**config.mk**
```make
export PLATFORM = sky130hd
export DESIGN_NAME = fb_arbiter
export DESIGN_NICKNAME = d
export VERILOG_FILES = /design/src/rtl/fb_arbiter.sv
export SDC_FILE = /design/constraint.sdc
export NUM_CORES = 1
export LEC_CHECK = 0
export ABC_AREA = 1
export ABC_CLOCK_PERIOD_IN_PS = 2830
export CAP_MARGIN = 20
export CORE_ASPECT_RATIO = 0.6
export CORE_MARGIN = 2
export CORE_UTILIZATION = 30
export DETAILED_ROUTE_END_ITERATION = 6
export GPL_TIMING_DRIVEN = 0
export SLEW_MARGIN = 20
export SYNTH_ARGS = -nofsm -noshare
export SYNTH_HDL_FRONTEND = slang
export SYNTH_SLANG_ARGS = --single-unit
```
**constraint.sdc**
```tcl
create_clock -name clk -period 2.83 [get_ports clk]
set_input_delay 0.566 -clock clk [delete_from_list [all_inputs] [get_ports clk]]
set_output_delay 0.566 -clock clk [all_outputs]
set_load 0.05 [all_outputs]
```
**src/rtl/fb_arbiter.sv**
```systemverilog
// fb_arbiter
// Shares one single-port synchronous frame-buffer RAM between the VGA
// scan-out prefetcher and the CPU data port. VGA has fixed priority, but a
// streak counter forces one CPU slot after VGA_BURST back-to-back VGA
// grants while the CPU is waiting, so the CPU can never starve.
//
// Ports
//   clk, reset            : rising-edge clock, asynchronous active-low reset
//   vga_req/vga_addr      : VGA read request, held until vga_gnt
//   vga_gnt               : combinational grant, request taken on this edge
//   vga_valid/vga_data    : one-cycle read-data pulse for VGA
//   cpu_req/we/addr/wdata : CPU request, fields held until cpu_ack
//   cpu_ack               : one-cycle completion pulse
//   cpu_rdata             : last CPU read data, held until the next read
//   mem_addr/we/wdata     : registered RAM command
//   mem_rdata             : RAM read data, one cycle after address sampled
module fb_arbiter #(
  parameter int ADDR_W    = 17,
  parameter int DATA_W    = 8,
  parameter int VGA_BURST = 4
) (
  input  logic              clk,
  input  logic              reset,
  input  logic              vga_req,
  input  logic [ADDR_W-1:0] vga_addr,
  output logic              vga_gnt,
  output logic              vga_valid,
  output logic [DATA_W-1:0] vga_data,
  input  logic              cpu_req,
  input  logic              cpu_we,
  input  logic [ADDR_W-1:0] cpu_addr,
  input  logic [DATA_W-1:0] cpu_wdata,
  output logic              cpu_ack,
  output logic [DATA_W-1:0] cpu_rdata,
  output logic [ADDR_W-1:0] mem_addr,
  output logic              mem_we,
  output logic [DATA_W-1:0] mem_wdata,
  input  logic [DATA_W-1:0] mem_rdata
);

  localparam logic [1:0] C_IDLE = 2'd0;
  localparam logic [1:0] C_RD1  = 2'd1;
  localparam logic [1:0] C_RD2  = 2'd2;
  localparam logic [1:0] C_ACK  = 2'd3;

  localparam logic [1:0] TAG_NONE = 2'd0;
  localparam logic [1:0] TAG_VGA  = 2'd1;
  localparam logic [1:0] TAG_CPU  = 2'd2;

  localparam logic [3:0] BURST = 4'(VGA_BURST);

  logic [1:0] state;
  logic [3:0] streak;
  logic [1:0] tag0;
  logic [1:0] tag1;
  logic       cpu_pend;
  logic       cpu_win;

  // The CPU only competes while its FSM is idle; it beats VGA when VGA is
  // quiet or when VGA has used up its allowed streak.
  assign cpu_pend = cpu_req && (state == C_IDLE);
  assign cpu_win  = cpu_pend && (!vga_req || (streak == BURST));
  assign vga_gnt  = vga_req && !cpu_win;

  // RAM command register: the winner's address is launched on the issue
  // edge; with no winner the address is held and no write happens.
  always_ff @(posedge clk or negedge reset) begin
    if (!reset) begin
      mem_addr  <= '0;
      mem_we    <= 1'b0;
      mem_wdata <= '0;
    end else begin
      mem_we <= cpu_win && cpu_we;
      if (cpu_win) begin
        mem_addr  <= cpu_addr;
        mem_wdata <= cpu_wdata;
      end else if (vga_gnt) begin
        mem_addr <= vga_addr;
      end
    end
  end

  // Streak counter: counts VGA wins while the CPU is kept waiting and
  // resets whenever the CPU wins or is not waiting at all.
  always_ff @(posedge clk or negedge reset) begin
    if (!reset) begin
      streak <= '0;
    end else if (cpu_win || !cpu_pend) begin
      streak <= '0;
    end else if (vga_gnt && (streak != BURST)) begin
      streak <= streak + 4'd1;
    end
  end

  // Two-deep source tag pipeline: tag1 names the requester whose read data
  // is on mem_rdata during the current cycle. CPU writes return nothing.
  always_ff @(posedge clk or negedge reset) begin
    if (!reset) begin
      tag0 <= TAG_NONE;
      tag1 <= TAG_NONE;
    end else begin
      if (cpu_win)
        tag0 <= cpu_we ? TAG_NONE : TAG_CPU;
      else if (vga_gnt)
        tag0 <= TAG_VGA;
      else
        tag0 <= TAG_NONE;
      tag1 <= tag0;
    end
  end

  // Steer returning read data to its owner.
  always_ff @(posedge clk or negedge reset) begin
    if (!reset) begin
      vga_valid <= 1'b0;
      vga_data  <= '0;
      cpu_rdata <= '0;
    end else begin
      vga_valid <= (tag1 == TAG_VGA);
      if (tag1 == TAG_VGA)
        vga_data <= mem_rdata;
      if (tag1 == TAG_CPU)
        cpu_rdata <= mem_rdata;
    end
  end

  // CPU FSM and ack. A read pulses ack as it enters C_ACK (data captured on
  // the same edge). A write enters C_ACK on its issue edge and pulses ack
  // on leaving it; the !cpu_ack term stops a read's C_ACK exit edge from
  // producing a second pulse.
  always_ff @(posedge clk or negedge reset) begin
    if (!reset) begin
      state   <= C_IDLE;
      cpu_ack <= 1'b0;
    end else begin
      cpu_ack <= (state == C_RD2) || ((state == C_ACK) && !cpu_ack);
      case (state)
        C_IDLE:  if (cpu_win) state <= cpu_we ? C_ACK : C_RD1;
        C_RD1:   state <= C_RD2;
        C_RD2:   state <= C_ACK;
        default: state <= C_IDLE;
      endcase
    end
  end

endmodule
```
# Word level (Yosys, flattened, before mapping)
# Index checks and enable logic that the tools add are counted.
[totals] elab_cells=46 output_inout_bits=45 reg_bits=54 in_bits=55
[op_classes] addsub=1 reduce_logical=16 eq_ne=8 mux=10
[ops] cell="17-bit 2-to-1 mux" n=2
[ops] cell="2-bit 2-to-1 mux" n=4
[ops] cell="4-bit 2-to-1 mux" n=2
[ops] cell="2-bit equality test, second input constant" n=3
[ops] cell="1-bit logical AND" n=6
[ops] cell="2-bit one-hot mux with 3 select lines" n=1
[ops] cell="4-bit by 1-bit adder with 4-bit output, second input constant" n=1
[ops] cell="2-bit by 1-bit equality test with 1-bit output, second input constant" n=2
[ops] cell="4-bit by 3-bit equality test with 1-bit output, second input constant" n=1
[ops] cell="1-bit logical NOT" n=4
[ops] cell="4-bit by 3-bit != test with 1-bit output, second input constant" n=1
[ops] cell="2-bit nonzero test" n=2
[ops] cell="1-bit logical OR" n=3
[ops] cell="2-bit logical NOT" n=1
[ops] cell="2-bit != test, second input constant" n=1
[ops] cell="1-bit 2-to-1 mux" n=1

# Logic depth before layout (Yosys ltp)
[depth] depth_word=8 depth_mapped=9

# Worst setup path before layout
# No wires, ideal clock.
[synth_timing] path_type="register to output" start="register state[0]" end="output vga_gnt" arrival_ns=1.223 t_required_ns=2.264 setup_slack_ns=1.041 stages_incl_launch_ff=5 cell_sequence="dfrtp_1 -> inv_1 -> ha_1 -> nand2_2 -> o21a_1"
[synth_via] elab_chain_len=5
[synth_rtl] item="from (decl)" line_no="52" source="logic [1:0] state;"
[synth_rtl] item="from (signal assigned)" line_no="138" source="C_IDLE: if (cpu_win) state <= cpu_we ? C_ACK : C_RD1;"
[synth_rtl] item="2-bit logical NOT" line_no="61" source="assign cpu_pend = cpu_req && (state == C_IDLE);"
[synth_rtl] item="1-bit logical AND" line_no="61"
[synth_rtl] item="1-bit logical AND" line_no="62" source="assign cpu_win = cpu_pend && (!vga_req || (streak == BURST));"
[synth_rtl] item="1-bit logical NOT" line_no="63" source="assign vga_gnt = vga_req && !cpu_win;"
[synth_rtl] item="1-bit logical AND" line_no="63"
[synth_rtl] item="to (decl)" line_no="26" source="output logic vga_gnt,"
# Every way passes these cells.

# Worst setup path after layout
# Same ends and word-level chain as after synthesis.

==> impl_metrics.toml <==
[clock_tree]
postCtsSetupBuffers = 0
clockBufferDepth = 2
htree_levels = 2
post_cts_resized = 0
cts_tree = "done"
clockRootBuffer = "clkbuf_16"
cts.sinks = 54
worstSkewPairLatency_ns = 0.29
clkTransAtPathRegs_ns = 0.07
cts_made_buffers = 5
hold_buffers = 0

[timing]
report.final.slew_viol_count = 0
rsz0062_at_grt = "false"
fmax_mhz = 366
fin_skew_ns = 0.00544
setup_viol = 0
period_share_pct = 96.4
final_hold_viol_count = 0
setup_tns_ns = 0
period_minus_slack_ns = 2.73
max_slew_margin_pct = 53.9
tightest_slew_ns = 0.691

[global_routing]
gr-total-overflow = 0
antenna_found_initial = 0
grt_max_degree = 55
grt_pass1_wl_um = 9980
grt_pass1_vias = 2056
track_usage_pct = 14.6

[run_status]
outcome = "completed"

[power_and_ir_drop]
clkPwrFrac_pct = 17.0
p_int_mw = 1.96
pwr-share-comb_pct = 51.0
p_total_mw = 3.60
power_density_nw_per_um2 = 982
switching_power_mw = 1.64
peakVddDrop_v = 0.000365
power_frac_seq_pct = 32.0
p_sw_share_pct = 45.5
p_leak_nw = 1.75

[cells_and_area]
final_common_cell = "clkdlybuf4s50_1"
syn_to_final_growth_pct = 53.2
layout.nets = 445
layout_common_cells = "98 x clkdlybuf4s50_1, 72 x nand2_1, 54 x dfrtp_1, 47 x nand3_1, 35 x inv_1"
diodes = 0
final_core_util_pct = 46.9
drive_gt1_share_pct = 6.49
final_cells = 493

[flow_run]
maxCapViolations = 0

[synthesis]
synth_top_area_cell = "dfrtp_1"
synth_cell_types = 19
synth_nets = 339
seq_area_frac_synth_pct = 56.5
syn_area_um2 = 2390
syn_inst = 278
yosys.area.top_type_share_pct = 56.5
yosys_warnings = 0
synth_area_leaders = "dfrtp_1 56%, nand2_1 11%, nand3_1 9.8%"
avgSynthCellArea_um2 = 8.61
ys_seq_elements = 54

[critical_path]
r2r_slack_ns = 1.12
max_stage_delay_ns = 0.81
cp_max_fo = 6
cp.required_ns = 2.26
worst_setup_path_start_kind = "flop"
crit_type = "flop to primary output"
cp_data_arrival_time_ns = 2.16
r2r-end = "mem_addr[6]"
cp.buffers_inverters = 2
cp_top_family = "buffers and inverters"
worstSetupEndpointType = "primary output"
crit_chain = "inv_1, ha_1, nand2_2, o21a_1, clkdlybuf4s50_1"
r2r_start = "state[0]"
reg2reg_depth = 8
critPathSlowestCell = "clkdlybuf4s50_1"

[drt]
drt-pass1-iter-count = 4
vias = 2130
avgRoutedWirePerCell_um = 12.4
wl_um = 6130
drc = 0
via_per_inst = 4.32
antenna_left = 0
drt_iter0_drc = 107

[die]
die_area_um2 = 8730
core_um2 = 7820
pin_count = 100
initial_core_util_pct = 30.6
die_w_um = 119
rows = 25
die_h_um = 73.2

[min_path]
hold_path.class = "input pin to asynchronous set/reset pin"

[placement]
place_congestion = 0.765
portBuffers = 99
post-dp-hpwl_um = 4520
placedCellCount = 485
sequential cells by signal, summed over array words and instances (netlist names):
name and cells:
tag0 2, vga_valid 1, tag1 2, cpu_rdata 8
state 2, cpu_ack 1, mem_we 1, mem_wdata 8
vga_data 8, streak 4, mem_addr 17
power by group through the flow:
stage | Combinational (mW) | Clock (mW) | Sequential, mW
floorplan | 0.419 | 0 | 1.92
global placement | 1.83 | 0 | 1.16
detailed placement | 1.85 | 0 | 1.16
CTS | 1.86 | 0.632 | 1.15
global route | 1.96 | 0.668 | 1.19
finish | 1.84 | 0.611 | 1.15
stage by stage:
step	hold slack, ns	setup WS [ns]	instance area (µm²)
detailed placement	0.341	0.101	3520
global route	0.361	0.0215	3670
floorplan	0.270	1.04	2390
CTS	0.358	0.0675	3670
global placement	0.338	-0.582	3520
finish	0.320	0.101	3670
Yosys cell counts, drive strengths merged:
| library cell | instances |
|---|---|
| nand2 | 75 |
| dfrtp | 54 |
| nand3 | 47 |
| inv | 36 |
| nor2 | 26 |
| o21ai | 16 |
| buf | 10 |
| ha | 6 |
| clkbuf | 2 |
| a21oi | 1 |
| o21a | 1 |
| o21bai | 1 |
| or2 | 1 |
| xnor2 | 1 |
| xor2 | 1 |
area by class of cell:
class	count	area [µm²]
Inverter	36	138
Buffer	12	76.3
Clock inverter	3	23.8
Timing Repair Buffer	99	988
Sequential cell	54	1350
Fill cell	749	4150
Multi-Input combinational cell	176	828
Tap cell	108	135
Clock buffer	5	125
cells by family after synthesis:
group / share of synthesized area (%)
xor gates and xnor gates: 0.732
AOI/OAI and AO/OA: 4.18
adders and majority gates: 3.14
and+or+nand+nor: 26.6
DFF: 56.5
buffers and inverters: 8.94
worst register-to-register path: stages, from the launching register on:
cell and delay, ns:
dfrtp_1 0.41, inv_1 0.09, ha_1 0.29, nand2_2 0.13, inv_4 0.08, nor2_4 0.20, buf_2 0.29, nand2_1 0.09
nand3_1 0.09
layer usage:
metal	up-vias	GRT usage [%]	part of all wire, %
li1	1074	-	-
met1	994	21.4	51
met2	60	21.1	43
met3	2	4.45	6.1
met4	0	3.66	0.56
met5	-	0	0
worst max path at each step:
| stage | start | endpoint | slack [ns] | cells past startpoint |
|---|---|---|---|---|
| 6_report | state[0] | vga_gnt | 0.10 | 5 |
| 5_1_grt | state[0] | vga_gnt | 0.02 | 5 |
| 4_1_cts | state[0] | vga_gnt | 0.07 | 5 |
| 3_5_place_dp | vga_req | vga_gnt | 0.10 | 3 |
| 3_3_place_gp | reset | mem_wdata[5] | -0.58 | 1 |
| 2_1_floorplan | state[0] | vga_gnt | 1.04 | 4 |
No activity file was read; power rests on OpenSTA's default activity.
